## src/rtl/keccak_squeeze_serializer.sv

```systemverilog
// Flattens a Keccak state A[x][y][z] into S and streams its first RATE_BITS as OUT_W-bit words.
// Requests a new permutation each time a rate block runs out while more output is owed.
module keccak_squeeze_serializer #(
  parameter int LANE_W    = 64,
  parameter int RATE_BITS = 1088,
  parameter int OUT_W     = 64,
  parameter int LEN_W     = 16
) (
  input  logic             clk,
  input  logic             rst,
  input  logic             start,
  input  logic [LEN_W-1:0] len_words,
  input  logic             st_valid,
  output logic             st_ready,
  input  logic             state_a [0:4][0:4][0:LANE_W-1],
  output logic             out_valid,
  input  logic             out_ready,
  output logic [OUT_W-1:0] out_data,
  output logic             out_last,
  output logic             perm_req,
  output logic             busy,
  output logic             done
);

  localparam int WPB = RATE_BITS / OUT_W;
  localparam int IW  = (WPB > 1) ? $clog2(WPB) : 1;

  typedef enum logic [1:0] {IDLE, WAIT_ST, EMIT, FIN} state_t;

  state_t           state;
  logic [OUT_W-1:0] blk [WPB];
  logic [IW-1:0]    idx;
  logic [IW-1:0]    idx_nxt;
  logic [LEN_W-1:0] remaining;
  logic [RATE_BITS-1:0] s_rate;

  assign idx_nxt = idx + 1'b1;

  // Only the rate portion of S is ever gathered; capacity lanes are left untouched.
  always_comb begin
    s_rate = '0;
    for (int i = 0; i < RATE_BITS; i++) begin
      s_rate[i] = state_a[(i / LANE_W) % 5][(i / LANE_W) / 5][i % LANE_W];
    end
  end

  always_ff @(posedge clk) begin
    if (rst) begin
      state     <= IDLE;
      st_ready  <= 1'b0;
      out_valid <= 1'b0;
      out_data  <= '0;
      out_last  <= 1'b0;
      perm_req  <= 1'b0;
      busy      <= 1'b0;
      done      <= 1'b0;
      idx       <= '0;
      remaining <= '0;
      for (int w = 0; w < WPB; w++) begin
        blk[w] <= '0;
      end
    end else begin
      perm_req <= 1'b0;
      done     <= 1'b0;
      case (state)
        IDLE: begin
          if (start) begin
            busy <= 1'b1;
            if (len_words != '0) begin
              remaining <= len_words;
              st_ready  <= 1'b1;
              state     <= WAIT_ST;
            end else begin
              done  <= 1'b1;
              state <= FIN;
            end
          end
        end
        WAIT_ST: begin
          if (st_valid) begin
            for (int w = 0; w < WPB; w++) begin
              blk[w] <= s_rate[OUT_W*w +: OUT_W];
            end
            idx       <= '0;
            st_ready  <= 1'b0;
            out_valid <= 1'b1;
            out_data  <= s_rate[OUT_W-1:0];
            out_last  <= (remaining == LEN_W'(1));
            state     <= EMIT;
          end
        end
        EMIT: begin
          if (out_ready) begin
            remaining <= remaining - 1'b1;
            if (remaining == LEN_W'(1)) begin
              idx       <= (idx == IW'(WPB - 1)) ? '0 : idx_nxt;
              out_valid <= 1'b0;
              out_last  <= 1'b0;
              done      <= 1'b1;
              state     <= FIN;
            end else if (idx == IW'(WPB - 1)) begin
              // Block exhausted with output still owed: ask the core for the next state.
              idx       <= '0;
              out_valid <= 1'b0;
              out_last  <= 1'b0;
              perm_req  <= 1'b1;
              st_ready  <= 1'b1;
              state     <= WAIT_ST;
            end else begin
              idx      <= idx_nxt;
              out_data <= blk[idx_nxt];
              out_last <= (remaining == LEN_W'(2));
            end
          end
        end
        FIN: begin
          busy  <= 1'b0;
          state <= IDLE;
        end
        default: state <= IDLE;
      endcase
    end
  end

endmodule

```

## config.mk

```make
export PLATFORM = sky130hd
export DESIGN_NAME = keccak_squeeze_serializer
export DESIGN_NICKNAME = d
export VERILOG_FILES = /design/src/rtl/keccak_squeeze_serializer.sv
export SDC_FILE = /design/constraint.sdc
export NUM_CORES = 2
export LEC_CHECK = 0
export ABC_CLOCK_PERIOD_IN_PS = 32100
export CAP_MARGIN = 20
export CORE_AREA = 2 2 663 665
export DETAILED_ROUTE_END_ITERATION = 16
export DIE_AREA = 0 0 665 667
export GPL_ROUTABILITY_DRIVEN = 0
export GPL_TIMING_DRIVEN = 0
export PLACE_DENSITY = 0.32
export SYNTH_ARGS = -nofsm -noshare
export SYNTH_HDL_FRONTEND = slang
export SYNTH_SLANG_ARGS = --single-unit
```

## constraint.sdc

```tcl
create_clock -name clk -period 32.1 [get_ports clk]
set_input_delay 6.42 -clock clk [delete_from_list [all_inputs] [get_ports clk]]
set_output_delay 6.42 -clock clk [all_outputs]
set_load 0.01 [all_outputs]
```

==> results.md <==
- The maximum clock frequency is between 100 and 150 MHz.
- The slew at the pin closest to its max-slew limit is 1.11 ns.
- The number of pins with negative max-slew slack in the final report is 0.
- The count of nets after finishing is between 6000 and 7000.
- The critical path in this run is classified as in -> reg.
- Global routing consumed, over all layers together, about 15% of the routing resources.
- Summing the areas of all and, or, nand and nor instances in the mapped netlist gives roughly 17% of the synthesized area.
- The number of distinct library cells after synthesis is 58.
- The dominant delay contributor by cell family on the critical path is buffers and inverters.
- The via density per instance is 3.46.
- The via count of the first global-routing pass came to about 40000.
- At the worst endpoint, the required time is roughly 33 ns.
- The half-perimeter wire length after placement is around 280000 um.
- The tool flagged a number of max-cap violations equal to 0.
- The area of the die is ~440000 um2.
- The buffer and inverter count on the worst path is 4.
- The synthesized cell area is 53400 um2.
- The CTS buffer count is between 150 and 200.
- The path class of the lowest-slack min-delay path is reg -> reg.
- The clock passes through at most 4 buffers.
- The post-route netlist has between 10% and 20% of its cells at a drive strength greater than 1.
- On the critical path, the stage with the largest delay is an instance of sky130_fd_sc_hd__buf_2.
- TritonCTS built the clock tree.
- The root buffer cell chosen for the clock tree is sky130_fd_sc_hd__clkbuf_16.
- Sorting the synthesized cells by how often they occur yields sky130_fd_sc_hd__and2_1, sky130_fd_sc_hd__edfxtp_1, sky130_fd_sc_hd__mux4_2.
- The compound-cell area share of the yosys netlist is around 5.2%.
- The average detailed-routed wire length per instance is slightly above 30 um.
- The number of remaining DRC errors is 0.
- Clock-pin slew was measured on the worst setup and hold paths at around 0.060 ns.
- The total congestion overflow is 0.
- Subtracting the final worst setup slack from the clock period gives a little under 10 ns.
- The detailed router placed ~38000 vias in this run.
- The number of failing hold endpoints at the final stage is 0.
- The cell that appears most often on the critical path is sky130_fd_sc_hd__buf_2.
- The static power due to leakage is 26.8 nW.
- The length of the first detailed-routing pass in iterations is 5.
- The critical path goes through clkdlybuf4s50_1 -> nand3b_1 -> nor2_2 -> buf_2 -> buf_2 -> clkbuf_1 -> and2_1.
- The adder and majority gate portion of the synthesized area is less than 1%.
- VDD sags by at most roughly 0.038 mV.
- Setup repair after global routing left no endpoint under its margin.
- The worst-case setup margin in the final layout is 22.37 ns.
- Counting flops and latches in the post-synthesis netlist gives roughly 1200.
- Hold repair after CTS inserted 0 buffers.
- The count of nets left with antenna violations after detail routing is 0.
- The setup clock skew after layout is 0.0540 ns.
- The number of gates resized after CTS was 0.
- The pin count of the biggest net entering global routing is 68.
- By area, the combinational part of the netlist is dominated by simple AND/OR/NAND/NOR gates.
- On the worst path, the slowest cell contributes a delay of ~0.84 ns.
- The kind of launch point of the worst setup path is an input port.
- The initial utilization of the core area, before any placement, comes to roughly 12%.
- At the later pin of the worst-skew pair, clock insertion delay measures between 0.8 and 0.9 ns.
- The Yosys step of the flow raised 0 warnings.
- The setup-violating endpoint count in the final report is 0.
- Along the worst path, the maximum fanout reaches 10.
- The worst setup path is captured at a flip-flop.
- The proportion of synthesized area in mux cells is about 11%.
- The H-tree depth reported by CTS is 4.
- In this run the tightest slew margin relative to its limit is between 20% and 30%.
- Summed over its instances, the top area cell type makes up about three fifths of the synthesized netlist area.
- The number of placement rows is 243.
- Power spread over the standard cell area amounts to 56.7 nW/um2.
- The synthesis-to-finish area growth is 48.1%.
- Clock tree synthesis found a total of approximately 1200 sinks.
- The number of I/O port buffers is about 1200.
- In the post-synthesis netlist, the biggest area contributors are sky130_fd_sc_hd__edfxtp_1, sky130_fd_sc_hd__and2_1, sky130_fd_sc_hd__mux4_2.
- The count of filler cells inserted in the layout is 47680.
- After the first detailed-routing iteration, the DRC count stood at between 2000 and 3000.
- The data arrival at the endpoint of the critical path is 10.43 ns.
- Summing the sequential cell areas from Yosys gives 64.7% of the chip area.
- The core footprint is 437000 um2.
- The first global-routing pass estimated 428000 um of wire.
- The number of setup buffers added after CTS is 0.
- Synthesis produced a netlist with a net count of roughly 5300.
- A synthesized cell averages approximately 15 um2.
- For this design the top-level I/O count stands at 1691.
- In the synthesized netlist the async set-or-reset flop fraction comes to 0%.
- The post-synthesis share of cell area spent on xor and xnor gates is less than 1%.
- Prior to clock tree synthesis, the placed netlist has a worst setup slack of 21.12 ns.
- The cell accounting for the most synthesized area is sky130_fd_sc_hd__edfxtp_1.
- The library cell with the highest instance count after synthesis is sky130_fd_sc_hd__and2_1.
- The die outline height is 667 um.
- The commonest register cell after synthesis is sky130_fd_sc_hd__edfxtp_1.
- The gate count after technology mapping is between 3000 and 4000.
- The final layout contains routed wiring with a total length of about 340000 um.
- The flow ran to the end, and the final reports show no timing, DRC or antenna violations.
- The number of synthesized flops with an enable pin is ~1100.
- The final period utilization is a little under a third.
- The utilization of the core after routing is around 18%.
- For the final routed database, the setup TNS stands at 0 ns.
- The initial antenna violation count is about 320.
- The die width is 665 um.
## routing by layer
metal	wire length [um]	track usage [%]	up-vias
met5	778	0	-
met4	9570	3.85	124
met3	24000	3.81	608
met2	169000	26.1	1652
met1	136000	17.9	19339
li1	-	-	16499
## worst paths after layout
kind | startpoint | end | slack (ns) | cells after the start
worst max-delay path | st_valid | blk[4][45]$_SDFFCE_PN0P_ | 22.37 | 7
worst min-delay path | st_ready$_SDFFE_PP0P_ | st_ready$_SDFFE_PP0P_ | 0.50 | 2
worst max register to register | idx[0]$_SDFFE_PP0P_ | out_data[5]$_SDFFE_PP0P_ | 26.72 | 14
worst min register to register | st_ready$_SDFFE_PP0P_ | st_ready$_SDFFE_PP0P_ | 0.50 | 2
## state kept, by name (all words and copies together), names as in the netlist
| name | cells |
|---|---|
| state | 2 |
| st_ready | 1 |
| done | 1 |
| perm_req | 1 |
| blk | 1088 |
| out_valid | 1 |
| busy | 1 |
| remaining | 16 |
| out_data | 64 |
| out_last | 1 |
| idx | 5 |
## worst reg2reg max path, stage by stage, from the launching register on
cell and delay, ns:
sky130_fd_sc_hd__dfxtp_1 0.36, sky130_fd_sc_hd__buf_4 0.52, sky130_fd_sc_hd__buf_4 0.44, sky130_fd_sc_hd__buf_4 0.35, sky130_fd_sc_hd__inv_1 0.08, sky130_fd_sc_hd__ha_1 0.28
sky130_fd_sc_hd__buf_2 0.38, sky130_fd_sc_hd__clkbuf_2 0.44, sky130_fd_sc_hd__buf_12 0.21, sky130_fd_sc_hd__buf_2 0.42, sky130_fd_sc_hd__mux4_2 0.31, sky130_fd_sc_hd__nor2_1 0.06
sky130_fd_sc_hd__o22ai_1 0.78, sky130_fd_sc_hd__o2111ai_1 0.38, sky130_fd_sc_hd__a311oi_2 0.31
## per-stage QoR
stage               cells  hold WS (ns)  area (um2)  power, mW
floorplan            3660         0.468       53400       2.28
global placement    10595         0.509       72400       2.76
detailed placement  10641         0.501       73400       2.64
CTS                 10948         0.515       78900       4.59
global route        10979         0.549       79000       4.66
finish              11037         0.505       79100       4.48
## cell type report
type,instances,area (um2),share of cell area [%]
flip-flops and latches,1181,34500,43.7
well taps,5757,7200,9.11
diodes,89,223,0.282
plain buffers,294,1360,1.72
clock inverters,102,1090,1.38
repair buffers,1224,12800,16.2
inverters,9,33.8,0.0427
multi-input cells,2176,17500,22.1
clock buffers,205,4350,5.50
## cell families after synthesis
logic type | Yosys count
AO/OA/AOI/OAI | 341
XOR/XNOR | 3
adder cells (fa/ha/maj) | 5
buffers and inverters | 303
flip-flops | 1181
multiplexers | 257
AND/OR/NAND/NOR | 1570
## report_power, final
| group | switching, mW | total, mW | internal (mW) |
|---|---|---|---|
| Sequential | 0.0651 | 1.93 | 1.86 |
| Combinational | 0.357 | 0.655 | 0.298 |
| Clock | 0.812 | 1.90 | 1.09 |
## placed cells by master, fill, tap and decap left out, types with 7 or more instances in the layout
cell,synthesis,routed
sky130_fd_sc_hd__mux4_2,256,256
sky130_fd_sc_hd__and2_1,1091,1091
sky130_fd_sc_hd__edfxtp_1,1088,1088
sky130_fd_sc_hd__clkdlybuf4s50_1,0,1178
sky130_fd_sc_hd__diode_2,0,89
sky130_fd_sc_hd__bufinv_16,0,14
sky130_fd_sc_hd__buf_8,0,15
sky130_fd_sc_hd__buf_1,9,9
sky130_fd_sc_hd__a21oi_1,91,91
sky130_fd_sc_hd__buf_16,0,22
sky130_fd_sc_hd__inv_16,0,7
sky130_fd_sc_hd__a311oi_2,60,60
sky130_fd_sc_hd__clkbuf_16,0,167
sky130_fd_sc_hd__nor2_1,153,153
sky130_fd_sc_hd__clkinv_2,0,34
sky130_fd_sc_hd__nand3_1,70,70
sky130_fd_sc_hd__inv_1,8,8
sky130_fd_sc_hd__clkbuf_1,182,204
sky130_fd_sc_hd__buf_2,72,71
sky130_fd_sc_hd__dfxtp_1,93,93
sky130_fd_sc_hd__nand2_1,215,215
sky130_fd_sc_hd__o21ai_0,18,18
sky130_fd_sc_hd__a211oi_1,10,10
sky130_fd_sc_hd__buf_4,24,25
sky130_fd_sc_hd__o2111ai_1,64,64
sky130_fd_sc_hd__o22ai_1,67,67
sky130_fd_sc_hd__clkinv_1,0,31
sky130_fd_sc_hd__buf_6,7,7
sky130_fd_sc_hd__clkbuf_2,0,12
sky130_fd_sc_hd__buf_12,0,9
Note: power is estimated with default switching activity, not from simulation.
